File: config.mk
export PLATFORM = sky130hd
export DESIGN_NAME = muldiv_ctrl_flat
export DESIGN_NICKNAME = d
export VERILOG_FILES = /design/src/rtl/muldiv_ctrl_pkg.sv /design/src/rtl/muldiv_ctrl_if.sv /design/src/rtl/muldiv_step.sv /design/src/rtl/muldiv_ctrl.sv /design/src/flat_wrapper.sv
export SDC_FILE = /design/constraint.sdc
export NUM_CORES = 1
export LEC_CHECK = 0
export BUFFER_PORTS_ARGS = -buffer_cell sky130_fd_sc_hd__buf_4
export CORE_ASPECT_RATIO = 0.9
export CORE_MARGIN = 1
export CORE_UTILIZATION = 45
export DETAILED_ROUTE_END_ITERATION = 10
export PLACE_DENSITY_LB_ADDON = 0.05
export SYNTH_ARGS = -nofsm -noshare
export SYNTH_HDL_FRONTEND = slang
export SYNTH_SLANG_ARGS = --single-unit
File: constraint.sdc
create_clock -name CLK -period 4.5 [get_ports CLK]
set_input_delay 0.9 -clock CLK [delete_from_list [all_inputs] [get_ports CLK]]
set_output_delay 0.9 -clock CLK [all_outputs]
set_load 0.02 [all_outputs]
File: src/rtl/muldiv_ctrl_pkg.sv
// Shared configuration for the multiply/divide unit: operation codes,
// FSM state encodings and default sizing.
package muldiv_ctrl_pkg;

  localparam int unsigned MD_ITERATIONS = 32;
  localparam int unsigned MD_DATA_W     = 32;

  typedef enum logic [1:0] {
    OP_MULT  = 2'd0,
    OP_MULTU = 2'd1,
    OP_DIV   = 2'd2,
    OP_DIVU  = 2'd3
  } md_op_e;

  typedef enum logic [1:0] {
    ST_IDLE  = 2'd0,
    ST_CALC  = 2'd1,
    ST_FIXUP = 2'd2
  } md_state_e;

endpackage

File: src/rtl/muldiv_ctrl_if.sv
// Pipeline-facing bundle of the multiply/divide unit: EXE requests,
// HI/LO move traffic and the architectural HI/LO/status outputs.
interface muldiv_ctrl_if
  import muldiv_ctrl_pkg::*;
#(
  parameter int unsigned DATA_W = MD_DATA_W
);

  logic              FLUSH;
  logic              Start_IN;
  logic [1:0]        Op_IN;
  logic [DATA_W-1:0] OperandA_IN;
  logic [DATA_W-1:0] OperandB_IN;
  logic              HiLoRead_IN;
  logic              WriteHI_IN;
  logic              WriteLO_IN;
  logic [DATA_W-1:0] WriteData_IN;
  logic [DATA_W-1:0] HI_OUT;
  logic [DATA_W-1:0] LO_OUT;
  logic              Busy_OUT;
  logic              Stall_OUT;
  logic              Done_OUT;

  // Pipeline side: issues requests, observes HI/LO and status.
  modport master (
    output FLUSH, Start_IN, Op_IN, OperandA_IN, OperandB_IN,
    output HiLoRead_IN, WriteHI_IN, WriteLO_IN, WriteData_IN,
    input  HI_OUT, LO_OUT, Busy_OUT, Stall_OUT, Done_OUT
  );

  // Unit side: consumes requests, owns HI/LO and status.
  modport slave (
    input  FLUSH, Start_IN, Op_IN, OperandA_IN, OperandB_IN,
    input  HiLoRead_IN, WriteHI_IN, WriteLO_IN, WriteData_IN,
    output HI_OUT, LO_OUT, Busy_OUT, Stall_OUT, Done_OUT
  );

endinterface

File: src/rtl/muldiv_step.sv
// One radix-2 iteration: shift-add for multiply, restoring shift-subtract
// for divide. acc holds the partial product high half / partial remainder,
// lo holds the multiplier being consumed / dividend bits shifting into quotient.
module muldiv_step #(
  parameter int unsigned DATA_W = 32
) (
  input  logic              div_i,
  input  logic [DATA_W:0]   acc_i,
  input  logic [DATA_W-1:0] lo_i,
  input  logic [DATA_W-1:0] opb_i,
  output logic [DATA_W:0]   acc_o,
  output logic [DATA_W-1:0] lo_o
);

  logic [DATA_W:0] sum;
  logic [DATA_W:0] shifted;
  logic [DATA_W:0] divisor;
  logic [DATA_W:0] diff;

  // Combinational step; acc is one bit wider so 2*rem+bit never overflows.
  always_comb begin
    divisor = {1'b0, opb_i};
    sum     = acc_i + (lo_i[0] ? divisor : '0);
    shifted = {acc_i[DATA_W-1:0], lo_i[DATA_W-1]};
    diff    = shifted - divisor;
    acc_o   = '0;
    lo_o    = '0;
    if (div_i) begin
      if (shifted >= divisor) begin
        acc_o = diff;
        lo_o  = {lo_i[DATA_W-2:0], 1'b1};
      end else begin
        acc_o = shifted;
        lo_o  = {lo_i[DATA_W-2:0], 1'b0};
      end
    end else begin
      acc_o = {1'b0, sum[DATA_W:1]};
      lo_o  = {sum[0], lo_i[DATA_W-1:1]};
    end
  end

endmodule

File: src/rtl/muldiv_ctrl.sv
// Iterative HI/LO multiply/divide unit: IDLE/CALC/FIXUP FSM, iteration
// counter, operand/sign latches, architectural HI/LO and pipeline stall.
module muldiv_ctrl
  import muldiv_ctrl_pkg::*;
#(
  parameter int unsigned ITERATIONS = MD_ITERATIONS,
  parameter int unsigned DATA_W     = MD_DATA_W
) (
  input logic          CLK,
  input logic          RESET,
  muldiv_ctrl_if.slave bus
);

  localparam int unsigned CNT_W = (ITERATIONS > 1) ? $clog2(ITERATIONS) : 1;
  localparam logic [CNT_W-1:0] CNT_LAST = CNT_W'(ITERATIONS - 1);

  md_state_e           state_q, state_d;
  logic [CNT_W-1:0]    cnt_q, cnt_d;
  logic [DATA_W:0]     acc_q, acc_d;
  logic [DATA_W-1:0]   lo_q, lo_d;
  logic [DATA_W-1:0]   opb_q, opb_d;
  logic                div_q, div_d;
  logic                dz_q, dz_d;
  logic                neg_q, neg_d;
  logic                rneg_q, rneg_d;
  logic [DATA_W-1:0]   hireg_q, hireg_d;
  logic [DATA_W-1:0]   loreg_q, loreg_d;
  logic                done_q, done_d;

  md_op_e              op;
  logic                op_div;
  logic                op_sgn;
  logic                a_neg;
  logic                b_neg;
  logic [DATA_W-1:0]   a_abs;
  logic [DATA_W-1:0]   b_abs;
  logic                busy;
  logic [DATA_W:0]     step_acc;
  logic [DATA_W-1:0]   step_lo;
  logic [2*DATA_W-1:0] prod;
  logic [2*DATA_W-1:0] prod_fix;
  logic [DATA_W-1:0]   quo_fix;
  logic [DATA_W-1:0]   rem_fix;

  assign op     = md_op_e'(bus.Op_IN);
  assign op_div = (op == OP_DIV) || (op == OP_DIVU);
  assign op_sgn = (op == OP_MULT) || (op == OP_DIV);
  assign a_neg  = op_sgn && bus.OperandA_IN[DATA_W-1];
  assign b_neg  = op_sgn && bus.OperandB_IN[DATA_W-1];
  assign a_abs  = a_neg ? (~bus.OperandA_IN + 1'b1) : bus.OperandA_IN;
  assign b_abs  = b_neg ? (~bus.OperandB_IN + 1'b1) : bus.OperandB_IN;

  assign prod     = {acc_q[DATA_W-1:0], lo_q};
  assign prod_fix = neg_q  ? (~prod + 1'b1) : prod;
  assign quo_fix  = neg_q  ? (~lo_q + 1'b1) : lo_q;
  assign rem_fix  = rneg_q ? (~acc_q[DATA_W-1:0] + 1'b1) : acc_q[DATA_W-1:0];

  assign busy          = (state_q != ST_IDLE);
  assign bus.Busy_OUT  = busy;
  assign bus.Done_OUT  = done_q;
  assign bus.HI_OUT    = hireg_q;
  assign bus.LO_OUT    = loreg_q;
  assign bus.Stall_OUT = RESET && busy &&
                         (bus.Start_IN || bus.HiLoRead_IN || bus.WriteHI_IN || bus.WriteLO_IN);

  muldiv_step #(
    .DATA_W (DATA_W)
  ) u_step (
    .div_i (div_q),
    .acc_i (acc_q),
    .lo_i  (lo_q),
    .opb_i (opb_q),
    .acc_o (step_acc),
    .lo_o  (step_lo)
  );

  // Next-state and datapath control; FLUSH overrides every state.
  always_comb begin
    state_d = state_q;
    cnt_d   = cnt_q;
    acc_d   = acc_q;
    lo_d    = lo_q;
    opb_d   = opb_q;
    div_d   = div_q;
    dz_d    = dz_q;
    neg_d   = neg_q;
    rneg_d  = rneg_q;
    hireg_d = hireg_q;
    loreg_d = loreg_q;
    done_d  = 1'b0;
    if (bus.FLUSH) begin
      state_d = ST_IDLE;
    end else begin
      unique case (state_q)
        ST_IDLE: begin
          if (bus.WriteHI_IN) hireg_d = bus.WriteData_IN;
          if (bus.WriteLO_IN) loreg_d = bus.WriteData_IN;
          if (bus.Start_IN) begin
            cnt_d  = '0;
            acc_d  = '0;
            div_d  = op_div;
            dz_d   = op_div && (bus.OperandB_IN == '0);
            neg_d  = a_neg ^ b_neg;
            rneg_d = op_div && a_neg;
            opb_d  = op_div ? b_abs : a_abs;
            lo_d   = op_div ? a_abs : b_abs;
            // Divide by zero keeps the raw dividend for the HI commit.
            if (op_div && (bus.OperandB_IN == '0)) begin
              lo_d    = bus.OperandA_IN;
              state_d = ST_FIXUP;
            end else begin
              state_d = ST_CALC;
            end
          end
        end
        ST_CALC: begin
          acc_d = step_acc;
          lo_d  = step_lo;
          cnt_d = cnt_q + 1'b1;
          if (cnt_q == CNT_LAST) state_d = ST_FIXUP;
        end
        ST_FIXUP: begin
          if (dz_q) begin
            hireg_d = lo_q;
            loreg_d = '1;
          end else if (div_q) begin
            hireg_d = rem_fix;
            loreg_d = quo_fix;
          end else begin
            hireg_d = prod_fix[2*DATA_W-1:DATA_W];
            loreg_d = prod_fix[DATA_W-1:0];
          end
          done_d  = 1'b1;
          state_d = ST_IDLE;
        end
        default: state_d = ST_IDLE;
      endcase
    end
  end

  // State, operand and HI/LO registers with synchronous active-low reset.
  always_ff @(posedge CLK) begin
    if (!RESET) begin
      state_q <= ST_IDLE;
      cnt_q   <= '0;
      acc_q   <= '0;
      lo_q    <= '0;
      opb_q   <= '0;
      div_q   <= 1'b0;
      dz_q    <= 1'b0;
      neg_q   <= 1'b0;
      rneg_q  <= 1'b0;
      hireg_q <= '0;
      loreg_q <= '0;
      done_q  <= 1'b0;
    end else begin
      state_q <= state_d;
      cnt_q   <= cnt_d;
      acc_q   <= acc_d;
      lo_q    <= lo_d;
      opb_q   <= opb_d;
      div_q   <= div_d;
      dz_q    <= dz_d;
      neg_q   <= neg_d;
      rneg_q  <= rneg_d;
      hireg_q <= hireg_d;
      loreg_q <= loreg_d;
      done_q  <= done_d;
    end
  end

endmodule

File: src/flat_wrapper.sv
// flat-port wrapper written by rule: the top's interface ports become plain ports
module muldiv_ctrl_flat import muldiv_ctrl_pkg::*;
#(
  parameter int unsigned ITERATIONS = MD_ITERATIONS,
  parameter int unsigned DATA_W     = MD_DATA_W
)
  (CLK, RESET, bus_FLUSH, bus_Start_IN, bus_Op_IN, bus_OperandA_IN, bus_OperandB_IN, bus_HiLoRead_IN, bus_WriteHI_IN, bus_WriteLO_IN, bus_WriteData_IN, bus_HI_OUT, bus_LO_OUT, bus_Busy_OUT, bus_Stall_OUT, bus_Done_OUT);
  muldiv_ctrl_if #(.DATA_W(DATA_W)) bus_i ();
  input logic CLK;
  input logic RESET;
  input wire logic [$bits(bus_i.FLUSH)-1:0] bus_FLUSH;
  input wire logic [$bits(bus_i.Start_IN)-1:0] bus_Start_IN;
  input wire logic [$bits(bus_i.Op_IN)-1:0] bus_Op_IN;
  input wire logic [$bits(bus_i.OperandA_IN)-1:0] bus_OperandA_IN;
  input wire logic [$bits(bus_i.OperandB_IN)-1:0] bus_OperandB_IN;
  input wire logic [$bits(bus_i.HiLoRead_IN)-1:0] bus_HiLoRead_IN;
  input wire logic [$bits(bus_i.WriteHI_IN)-1:0] bus_WriteHI_IN;
  input wire logic [$bits(bus_i.WriteLO_IN)-1:0] bus_WriteLO_IN;
  input wire logic [$bits(bus_i.WriteData_IN)-1:0] bus_WriteData_IN;
  output wire logic [$bits(bus_i.HI_OUT)-1:0] bus_HI_OUT;
  output wire logic [$bits(bus_i.LO_OUT)-1:0] bus_LO_OUT;
  output wire logic [$bits(bus_i.Busy_OUT)-1:0] bus_Busy_OUT;
  output wire logic [$bits(bus_i.Stall_OUT)-1:0] bus_Stall_OUT;
  output wire logic [$bits(bus_i.Done_OUT)-1:0] bus_Done_OUT;
  assign bus_i.FLUSH = bus_FLUSH;
  assign bus_i.Start_IN = bus_Start_IN;
  assign bus_i.Op_IN = bus_Op_IN;
  assign bus_i.OperandA_IN = bus_OperandA_IN;
  assign bus_i.OperandB_IN = bus_OperandB_IN;
  assign bus_i.HiLoRead_IN = bus_HiLoRead_IN;
  assign bus_i.WriteHI_IN = bus_WriteHI_IN;
  assign bus_i.WriteLO_IN = bus_WriteLO_IN;
  assign bus_i.WriteData_IN = bus_WriteData_IN;
  assign bus_HI_OUT = bus_i.HI_OUT;
  assign bus_LO_OUT = bus_i.LO_OUT;
  assign bus_Busy_OUT = bus_i.Busy_OUT;
  assign bus_Stall_OUT = bus_i.Stall_OUT;
  assign bus_Done_OUT = bus_i.Done_OUT;
  muldiv_ctrl #(.ITERATIONS(ITERATIONS), .DATA_W(DATA_W)) u_core (.CLK(CLK), .RESET(RESET), .bus(bus_i));
endmodule
==> Word level (Yosys, flattened, before mapping) <==
Index checks and enable logic that the tools add are counted.
{ "word_totals": {"ff_bits": 173, "latchBits": 0, "ramBits": 0, "romBits": 0, "inputBits": 105, "memories": 0} }
{ "classes": {"n_addsub": 8, "n_mul": 0, "div": 0, "order_cmp": 1, "eq_ne": 9, "shifts": 0, "n_mux": 32, "bitwise": 8, "reduce_logical": 23} }
{ "ops": {"columns": ["operator", "n"], "rows": [
  ["2-to-1 mux 32 bit", 16],
  ["one-hot mux 32 bit (2 select lines)", 3],
  ["adder 32 x 1 -> 32 bit, second input constant", 4],
  ["NOT 32 bit", 4],
  ["2-to-1 mux 33 bit", 3],
  ["one-hot mux 33 bit (2 select lines)", 1],
  ["adder 64 x 1 -> 64 bit, second input constant", 1],
  ["2-to-1 mux 64 bit", 1],
  ["NOT 64 bit", 1],
  ["adder 33 bit", 1],
  ["greater-or-equal comparator 33 x 32 -> 1 bit", 1],
  ["subtractor 33 x 32 -> 33 bit", 1],
  ["logical NOT 32 bit", 1],
  ["AND reduction 3 bit", 4],
  ["one-hot mux 5 bit (2 select lines)", 1],
  ["equality test 2 bit, second input constant", 3],
  ["logical AND 1 bit", 6],
  ["2-to-1 mux 2 bit", 3],
  ["inequality test 2 bit, second input constant", 3],
  ["nonzero test 2 bit", 3],
  ["adder 5 x 1 -> 5 bit, second input constant", 1],
  ["equality test 5 bit, second input constant", 1],
  ["logical OR 1 bit", 5],
  ["2-to-1 mux 5 bit", 1],
  ["other kinds (9)", 12]
]} }

==> Logic depth before layout (Yosys ltp) <==
Gate-level depths: netlist (run 1).
{ "logic_depth": {"ltp_word": 8, "ltp_mapped": 15, "depth_no_buf": 14} }

==> Cells and area by module <==
A second synthesis (run 1) with hierarchy kept.
{ "unflattened": {"hier_cells": 2173, "area_unflattened_um2": 16092.9} }
{ "by_module_without_submodules": {"columns": ["mod", "instances", "cells_per_inst", "area_per_inst_um2", "seq_area_each_um2"], "rows": [
  ["muldiv_ctrl", 1, 1514, 11556.1, 3463.3],
  ["muldiv_step", 1, 659, 4536.9, 0.0]
]} }

==> Worst setup path after synthesis (run 1) <==
Ideal clock, no wire load.
{ "synth_path": {"kind": "flip-flop to flip-flop", "from": "reg u_core.lo_q[0]", "to": "reg u_core.acc_q[29]", "setup_ns": 0.129, "arrival_time_ns": 3.129, "t_required_ns": 4.371, "path_slack_ns": 1.242, "path_stages_with_launch": 15, "n_path_buf": 1, "period_less_slack_ns": 3.258, "path_cell_list": "dfxtp_1 > inv_1 > clkbuf_1 > nor2_1 > ha_1 > o211ai_1 > a21oi_1 > o211ai_1 > a2111oi_0 > nor3_1 > nor4_1 > nor3_1 > o41a_1 > xnor2_1 > o211ai_1"} }
{ "synth_via": {"elab_chain_len": 4} }
{ "synth_lines": {"columns": ["item", "line_no", "source"], "rows": [
  ["start: declaration", "muldiv_ctrl.sv:20", "logic [DATA_W-1:0] lo_q, lo_d;"],
  ["start signal: assignment", "muldiv_ctrl.sv:160", "lo_q <= lo_d;"],
  ["2-to-1 mux 32 bit", "muldiv_step.sv:23", "sum = acc_i + (lo_i[0] ? divisor : '0);"],
  ["adder 33 bit", "muldiv_step.sv:23", null],
  ["2-to-1 mux 33 bit", "muldiv_step.sv:28", "if (div_i) begin"],
  ["one-hot mux 33 bit (2 select lines)", "muldiv_ctrl.sv:94", "unique case (state_q)"],
  ["end signal: assignment", "muldiv_ctrl.sv:146", "acc_q <= '0;"],
  ["end signal: assignment", "muldiv_ctrl.sv:159", "acc_q <= acc_d;"],
  ["end: declaration", "muldiv_ctrl.sv:19", "logic [DATA_W:0] acc_q, acc_d;"]
]} }
No other way between the ends.
A chain may end at the register's enable or synchronous reset.

==> Final worst setup path (run 1) <==
{ "layout_path": {"from": "reg u_core.lo_q[0]", "to": "reg u_core.acc_q[27]"} }
The elaborated chain is that of the path after synthesis.

==> flow_metrics.tcl, run 1 <==
set metrics [dict create \
    synthFlopType "dfxtp_1" \
    core_sq_um 33260 \
    grt_max_degree 63 \
    rows 63 \
    ant_nets 0 \
    fp.dieW_microns 196.9 \
    io_pins 172 \
    synth-edff-count 0 \
    die_h_microns 177.4 \
    post_cts_buffers 0 \
    clk_path_buf_depth 2 \
    period_minus_slack_ns 4.089 \
    postCtsHoldBufs 0 \
    numClockSinks 173 \
    hp-class "flop to flop" \
    drc 0 \
    critical_path_class "flop to flop" \
    vias_per_cell 6.316 \
    clkTransAtPathRegs_ns 0.09 \
    path_max_fanout 31 \
    layout_commonest_cell "a21oi_1" \
    syn-num-nets 2324 \
    status "finished, final reports clean" \
    timing.final.crit_share 0.9088 \
    cts_tree "yes" \
    rsz0062_at_grt "no" \
    p_clk_frac 0.347 \
    drv_slew 0 \
    power.density_nw_per_um2 255.0 \
    multi_input_area_sq_um 11110 \
    setup_tns_ns 0 \
    finalNetCount 2411 \
    post-route-util 0.5320 \
    grt_pass1_wl_mm 93.38 \
    synthCells 2147 \
    die-area_sq_um 34930 \
    dr_total_vias 17065 \
    pwr-share-seq 0.375 \
    num_antenna_cells 0 \
    grt_antenna_before_repair 0 \
    grt_overflow 0 \
    maxSlewHeadroom 0.2616 \
    p_leak_nw 7.403 \
    cp_data_arrival_time_ns 4.46 \
    first_pass_iters 6 \
    numCtsBuffers 17 \
    root_buffer "clkbuf_16" \
    io_buffers 171 \
    drt_iter0_markers 1821 \
    insertion_delay_ns 0.48 \
    switching_power_mw 1.685 \
    initial_core_util 0.4624 \
    routabilityCongestion 1.007 \
    hold_viol 0 \
    drt_wl_total_mm 62.27 \
    syn_area_sq_um 15380 \
    drive_gt1_frac 0.1335 \
    synth_area_per_cell_sq_um 7.165 \
    ir_drop_mv 0.3381 \
    ys_async_sr_fraction 0 \
    ys_seq_area_frac 0.2252 \
    gr-usage-all-layers 0.3511 \
    synth-seq-cells 173 \
    ctsResizeCount 0 \
    ys_types 79 \
    worstMarginPinSlew_ns 1.099 \
    crit_path_end_kind "flop" \
    max-cap-violations 0 \
    critPathLaunchType "flop" \
    place_inst 2670 \
    most-common-layout-cells "a21oi_1 (228), nor2_1 (227), buf_4 (222), nand2_1 (205), dfxtp_1 (172)" \
    p_int_mw 2.828 \
    fin_ws_ns 0.4106 \
    ff_latch_area_sq_um 3465 \
    wl_per_cell_microns 23.04 \
    yosysWarnings 0 \
    swShare 0.3734 \
    required_ns 4.87 \
    setup_viol 0 \
    nFillCells 3342 \
    place_ws_ns 0.5565 \
    fmax_mhz 244.5 \
    hpwlAfterDp_mm 48.24 \
    combPwrFrac 0.277 \
    fin_cells 2702 \
    h-tree-depth 4 \
    fin_skew_ns 0.01913 \
    grt_pass1_vias 15304 \
    synthToLayoutAreaGrowth_pct 15.06 \
]
==> synthesized netlist by cell type, types with 8 or more instances <==
master / count / area share
and3_1: 20 / 0.0081
o211ai_1: 29 / 0.014
o221ai_1: 24 / 0.014
nand2b_1: 25 / 0.010
a21oi_1: 228 / 0.074
dfxtp_1: 173 / 0.23
a31oi_1: 20 / 0.0081
clkbuf_1: 126 / 0.031
or4_1: 14 / 0.0068
nand2_1: 206 / 0.050
nor2_1: 228 / 0.056
nor4_1: 24 / 0.0098
buf_1: 18 / 0.0044
xnor2_1: 91 / 0.052
or3_1: 17 / 0.0069
a2111oi_0: 8 / 0.0046
nand4_1: 13 / 0.0053
xor2_1: 77 / 0.044
a22oi_1: 22 / 0.011
o21bai_1: 11 / 0.0054
o41ai_1: 15 / 0.0085
a21o_1: 35 / 0.017
nand3_1: 54 / 0.018
a311oi_1: 8 / 0.0046
buf_2: 10 / 0.0033
nor3_1: 40 / 0.013
inv_1: 68 / 0.017
nor2b_1: 22 / 0.0089
o31ai_1: 23 / 0.011
or2_2: 9 / 0.0037
o21ai_0: 162 / 0.053
ha_1: 70 / 0.057
and2_1: 11 / 0.0045
a211oi_1: 71 / 0.035
mux2i_1: 54 / 0.035
==> stage by stage <==
step           power [mW]  hold slack (ns)  instance area [sq um]
6_report            4.513           0.4551                  17700
3_3_place_gp        2.940           0.4411                  17090
4_1_cts             4.496           0.4593                  17700
3_5_place_dp        2.943           0.4467                  17090
2_1_floorplan       2.467           0.4319                  15380
5_1_grt             4.691           0.4766                  17700
==> power groups by stage <==
stage	clock network [mW]	logic (mW)	registers (mW)
after floorplan	0	0.759	1.71
after global placement	0	1.22	1.72
after detailed placement	0	1.22	1.72
after CTS	1.58	1.22	1.69
after global routing	1.65	1.34	1.70
final	1.57	1.25	1.69
==> area by class of cell <==
| type | count | share of cell area |
|---|---|---|
| tap | 455 | 0.03217 |
| sequential | 173 | 0.1958 |
| clock buffer | 17 | 0.02404 |
| clock inverter | 15 | 0.01032 |
| timing repair buffer | 223 | 0.09530 |
| multi-input combinational | 1750 | 0.6277 |
| inverter | 69 | 0.01470 |
==> cell families after synthesis <==
kind of cell,synth area share
simple gates,0.2230
flops,0.2252
compound gates,0.3014
fa+ha+maj,0.05954
mux,0.03953
xor+xnor,0.09566
buf+inv,0.05572
==> worst max-delay path, cell delays in order, from the launching register on <==
cell	delay (ns)
dfxtp_1	0.38
inv_1	0.12
buf_4	0.36
nor2_1	0.10
ha_1	0.36
a21o_1	0.21
a21o_1	0.17
a21oi_1	0.25
a2111oi_0	0.15
nor3_1	0.86
nor4_1	0.20
a311oi_1	0.37
o22ai_1	0.13
a211o_1	0.29
==> sequential cells by signal, indices dropped and copies added (netlist names) <==
| name | count |
|---|---|
| u_core.bus.LO_OUT | 32 |
| u_core.acc_q | 33 |
| u_core.bus.Done_OUT | 1 |
| u_core.opb_q | 32 |
| u_core.neg_q | 1 |
| u_core.cnt_q | 5 |
| u_core.dz_q | 1 |
| u_core.rneg_q | 1 |
| u_core.div_q | 1 |
| u_core.lo_q | 32 |
| u_core.state_q | 2 |
| u_core.bus.HI_OUT | 32 |
==> final timing paths <==
kind	endpoint	slack [ns]	depth (start not counted)	from
worst max-delay path	u_core.acc_q[27]	0.41	13	u_core.lo_q[0]
worst min-delay path	u_core.opb_q[15]	0.46	2	u_core.opb_q[15]
worst max register to register	u_core.acc_q[27]	0.41	13	u_core.lo_q[0]
worst min register to register	u_core.opb_q[15]	0.46	2	u_core.opb_q[15]
==> routing by layer <==
metal | vias to the layer above | global-route usage | part of all wire
li1 | 7999 | - | -
met1 | 8052 | 0.5093 | 0.46
met2 | 904 | 0.4947 | 0.40
met3 | 110 | 0.07697 | 0.099
met4 | 0 | 0.1434 | 0.038
met5 | - | 0 | 0
Power figures use the tool's default switching activity.
==> run 2, diff against run 1 <==
==> constraint.sdc (replaced) <==
create_clock -name CLK -period 4.5 [get_ports CLK]
set_input_delay 0.225 -clock CLK [delete_from_list [all_inputs] [get_ports CLK]]
set_output_delay 0.225 -clock CLK [all_outputs]
set_load 0.02 [all_outputs]
==> run 2 against run 1 <==
  * Critical path depth up 1
  * Die area unchanged
  * Maximum frequency up 0.24%
  * Clock power about the same
  * Wire length up 2.0%
  * First-iteration DRC count down 1.3%
  * Critical endpoint is now u_core.acc_q[29]
  * Largest cell class unchanged
==> flow_metrics.tcl, run 2 (same netlist as run 1, synthesis figures left out) <==
set metrics [dict create \
    fmax_mhz 245.1 \
    worstMarginPinSlew_ns 0.9720 \
    drive_gt1_frac 0.1313 \
    grt_antenna_before_repair 0 \
    rsz0062_at_grt "no" \
    cp_data_arrival_time_ns 4.42 \
    die_h_microns 177.4 \
    path_max_fanout 32 \
    grt_pass1_vias 15358 \
    initial_core_util 0.4624 \
    vias_per_cell 6.323 \
    post_cts_buffers 0 \
    drv_slew 0 \
    critPathMostFrequentCell "o211ai_1" \
    grt_pass1_wl_mm 95.27 \
    numClockSinks 173 \
    fin_cells 2695 \
    synthToLayoutAreaGrowth_pct 14.86 \
    io_buffers 171 \
    die-area_sq_um 34930 \
    required_ns 4.84 \
    root_buffer "clkbuf_16" \
    largest_reg_flops 33 \
    postCtsHoldBufs 0 \
    fp.dieW_microns 196.9 \
    place_inst 2663 \
    num_antenna_cells 0 \
    regMostFlops "u_core.acc_q" \
    rows 63 \
    drt_wl_total_mm 63.52 \
    status "finished, final reports clean" \
    place_area_sq_um 17060 \
    setup_tns_ns 0 \
    cts_tree "yes" \
    most-common-layout-cells "a21oi_1 (228), nor2_1 (226), buf_4 (214), nand2_1 (205), dfxtp_1 (172)" \
    layout_commonest_cell "a21oi_1" \
    crit_path_end_kind "flop" \
    finalNetCount 2404 \
    critical_path_class "flop to flop" \
    first_pass_iters 6 \
    post-route-util 0.5311 \
    hp-class "input pin to flop" \
    wl_per_cell_microns 23.57 \
    hold_viol 0 \
    power.density_nw_per_um2 256.9 \
    postLayoutCellArea_sq_um 17670 \
    routabilityCongestion 0.9829 \
    io_pins 172 \
    setup_viol 0 \
    clkTransAtPathRegs_ns 0.08 \
    grt_max_degree 87 \
    core_sq_um 33260 \
    max_stage_delay_ns 0.57 \
    critPathLaunchType "flop" \
    timing.final.crit_share 0.9066 \
    insertion_delay_ns 0.47 \
    h-tree-depth 4 \
    fin_skew_ns 0.02107 \
    gr-usage-all-layers 0.3587 \
    ir_drop_mv 0.2500 \
    hpwlAfterDp_mm 48.46 \
    maxSlewHeadroom 0.3505 \
    numCtsBuffers 17 \
    clk_path_buf_depth 2 \
    p_leak_nw 7.373 \
    grt_overflow 0 \
    ant_nets 0 \
    ctsResizeCount 0 \
    slowest_stage "nor4_1" \
    crit_path_cell_trace "inv_1 > buf_4 > nor2_1 > ha_1 > o211ai_1 > a21oi_1 > o211ai_1 > a2111oi_0 > nor3_1 > nor4_1 > nor3_1 > o41a_1 > xnor2_1 > o211ai_1" \
    dr_total_vias 17041 \
    max-cap-violations 0 \
    drt_iter0_markers 1797 \
    period_minus_slack_ns 4.080 \
    drc 0 \
]
[run 2: where the power goes]
part           switching (mW)  leakage, nW  internal [mW]
Clock                   0.785        0.292          0.811
Combinational           0.783         5.67          0.468
Sequential             0.0910         1.41           1.60
[run 2: layout make-up]
cell class	instances	area, sq um
clock buffers	18	439.2
fillers	3367	15600
flip-flops and latches	173	3465
multi-input cells	1750	11120
well taps	455	569.3
repair buffers	216	1647
clock inverters	14	171.4
inverters	69	260.3
[run 2: path summary, 6_finish.rpt]
path	start	endpoint	slack [ns]	cells past startpoint
max	u_core.lo_q[0]	u_core.acc_q[29]	0.42	14
min	bus_WriteData_IN[13]	u_core.bus.HI_OUT[13]	0.05	3
max reg2reg	u_core.lo_q[0]	u_core.acc_q[29]	0.42	14
min reg2reg	u_core.opb_q[17]	u_core.opb_q[17]	0.46	2
[run 2: stage by stage]
| step | total power [mW] | setup slack [ns] | hold slack, ns |
|---|---|---|---|
| after floorplan | 2.467 | 1.242 | 0.4012 |
| after global placement | 2.935 | 0.6681 | 0.4408 |
| after detailed placement | 2.940 | 0.5778 | 0.4445 |
| after CTS | 4.520 | 0.5119 | 0.03608 |
| after global routing | 4.721 | 0.1066 | 0.05331 |
| final | 4.539 | 0.4205 | 0.05100 |
[run 2: metal layers]
metal,vias up,share of wire,GRT usage
li1,7986,-,-
met1,8083,0.46,0.5202
met2,885,0.41,0.5218
met3,87,0.10,0.08134
met4,0,0.027,0.1059
met5,-,0,0
[run 2: critical path, delay by kind of cell (launching register included)]
family	cells	cell delay, ns
AOI/OAI and AO/OA	6	1.51
and+or+nand+nor	4	1.00
buffers and inverters	2	0.49
adders and majority gates	1	0.40
DFF	1	0.39
xor gates and xnor gates	1	0.16
==> run 3, diff against run 2 <==
--- a/config.mk
+++ b/config.mk
@@ -6,7 +6,6 @@
 export NUM_CORES = 1
 export LEC_CHECK = 0
 export BUFFER_PORTS_ARGS = -buffer_cell sky130_fd_sc_hd__buf_4
-export CORE_ASPECT_RATIO = 0.9
 export CORE_MARGIN = 1
 export CORE_UTILIZATION = 45
 export DETAILED_ROUTE_END_ITERATION = 10
==> run 3 against run 2 <==
  * Global-route usage shrank 1.1 points
  * Final cell count decreased by 0.15%
  * Hold slack gained 0.0079 ns
  * Power increased by 2.8%
  * Flip-flop and latch count stayed put
  * Clock power up 8%
  * Die area about the same
  * Combinational power about the same
  * Final area up 0.33%
  * First-iteration DRC count up 2.7%
  * Wire length fell by 2.0%
  * Sequential share of layout area is 0.065 points lower
  * Critical path type unchanged
  * Largest power group is now the clock network
==> flow_metrics.tcl, run 3 (same netlist as run 1, synthesis figures left out) <==
set metrics [dict create \
    required_ns 4.85 \
    hp-class "input pin to flop" \
    crit_path_cell_trace "and2_1 > ha_1 > inv_1 > fa_1 > nand2b_1 > a21oi_1 > o211ai_1 > a2111oi_0 > nor3_1 > nor4_1 > nor4_1 > a311oi_1 > o22ai_1 > a211o_1" \
    grt_max_degree 87 \
    fp.dieW_microns 186.9 \
    pwr-share-seq 0.363 \
    post_cts_buffers 0 \
    reg2reg_depth 14 \
    hp-start "bus_WriteData_IN[7]" \
    fin_cells 2691 \
    hpwlAfterDp_mm 47.42 \
    drv_slew 0 \
    clk_path_buf_depth 2 \
    crit_path_end_kind "flop" \
    critPathMostFrequentCell "nor4_1" \
    first_pass_iters 5 \
    grt_pass1_vias 15244 \
    numClockSinks 173 \
    worstMarginPinSlew_ns 1.146 \
    gr-usage-all-layers 0.3475 \
    synthToLayoutAreaGrowth_pct 15.24 \
    die_h_microns 186.9 \
    maxSlewHeadroom 0.2340 \
    timing.final.crit_share 0.9051 \
    routabilityCongestion 1.055 \
    cp_data_arrival_time_ns 4.42 \
    nFillCells 3343 \
    insertion_delay_ns 0.46 \
    grt_antenna_before_repair 0 \
    place_inst 2659 \
    path_max_fanout 7 \
    clkTransAtPathRegs_ns 0.07 \
    postLayoutCellArea_sq_um 17730 \
    io_pins 172 \
    hold_viol 0 \
    holdPathEnd "u_core.bus.HI_OUT[7]" \
    switching_power_mw 1.587 \
    setup_viol 0 \
    finalPower_mw 4.666 \
    rows 67 \
    p_int_mw 3.079 \
    post-route-util 0.5273 \
    die-area_sq_um 34930 \
    slowest_stage "a2111oi_0" \
    rsz0062_at_grt "no" \
    multi_input_area_sq_um 11120 \
    status "finished, final reports clean" \
    p_leak_nw 7.414 \
    r2r-end "u_core.acc_q[27]" \
    grt_pass1_wl_mm 93.90 \
    setup_tns_ns 0 \
    io_buffers 171 \
    drt_wl_total_mm 62.22 \
    max-cap-violations 0 \
    p_clk_frac 0.372 \
    max_stage_delay_ns 0.52 \
    core_sq_um 33620 \
    holdPathStages 3 \
    layout_commonest_cell "a21oi_1" \
    grt_overflow 0 \
    period_minus_slack_ns 4.073 \
    initial_core_util 0.4576 \
    ctsResizeCount 0 \
    drive_gt1_frac 0.1324 \
    ir_drop_mv 0.2861 \
    vias_per_cell 6.325 \
    root_buffer "clkbuf_16" \
    postCtsHoldBufs 0 \
    place_area_sq_um 17060 \
    wl_per_cell_microns 23.12 \
    critical_path_class "flop to flop" \
    ff_latch_area_sq_um 3465 \
    largest_reg_flops 33 \
    swShare 0.3401 \
    numCtsBuffers 17 \
    combPwrFrac 0.265 \
    drt_iter0_markers 1846 \
    most-common-layout-cells "a21oi_1 (228), nor2_1 (227), buf_4 (218), nand2_1 (205), dfxtp_1 (172)" \
    rrSetupSlack_ns 0.43 \
    fin_skew_ns 0.009864 \
    fmax_mhz 245.5 \
    drc 0 \
    ant_nets 0 \
    dr_total_vias 17020 \
    power.density_nw_per_um2 263.2 \
    regMostFlops "u_core.acc_q" \
    r2r-start "u_core.lo_q[0]" \
    num_antenna_cells 0 \
    critPathLaunchType "flop" \
    h-tree-depth 4 \
    finalNetCount 2407 \
    cts_tree "yes" \
]
-- run 3: cell count changes in the layout (fill, tap and decap cells not counted), sizes merged --
| cell | change |
|---|---|
| inv | -2 |
| buf | +3 |
| bufinv | +4 |
| clkinv | -2 |
-- run 3: area by class of cell --
cell class	instances	area share
Tap cell	448	0.03162
Clock inverter	14	0.01285
Clock buffer	18	0.02477
Timing Repair Buffer	219	0.09345
Sequential cell	173	0.1954
Multi-Input combinational cell	1750	0.6272
Inverter	69	0.01468
-- run 3: worst max-delay path, delay by kind of cell (launching register included) --
kind                     cells  cell delay, ns
AO/OA/AOI/OAI                6            1.68
AND/OR/NAND/NOR              5            1.21
adder cells (fa/ha/maj)      2            0.55
flip-flops                   1            0.46
buffers and inverters        1            0.06
-- run 3: power by group through the flow --
| stage | combinational, mW | clock, mW | sequential [mW] |
|---|---|---|---|
| after floorplan | 0.759 | 0 | 1.71 |
| after global placement | 1.20 | 0 | 1.72 |
| after detailed placement | 1.20 | 0 | 1.72 |
| after CTS | 1.21 | 1.75 | 1.69 |
| after global routing | 1.33 | 1.82 | 1.70 |
| final | 1.24 | 1.73 | 1.69 |
-- run 3: layer usage --
layer / wire length [microns] / global-route usage
met5: 0 / 0
met4: 2270 / 0.1318
met1: 27360 / 0.4894
met3: 6049 / 0.07280
met2: 26540 / 0.5169
-- run 3: worst max path at each step --
stage | startpoint | end | slack (ns) | cells past startpoint
floorplan | u_core.lo_q[0] | u_core.acc_q[29] | 1.24 | 14
global placement | u_core.lo_q[0] | u_core.acc_q[27] | 0.61 | 14
detailed placement | u_core.lo_q[0] | u_core.acc_q[27] | 0.56 | 14
CTS | u_core.lo_q[0] | u_core.acc_q[27] | 0.51 | 14
global route | u_core.lo_q[0] | u_core.acc_q[27] | 0.16 | 14
finish | u_core.lo_q[0] | u_core.acc_q[27] | 0.43 | 14
-- run 3: per-stage QoR --
stage                     hold slack [ns]  setup slack [ns]
after floorplan                    0.4012             1.242
after global placement             0.4420            0.6096
after detailed placement           0.4463            0.5585
after CTS                         0.04972            0.5140
after global routing              0.06078            0.1636
final                             0.05895            0.4269
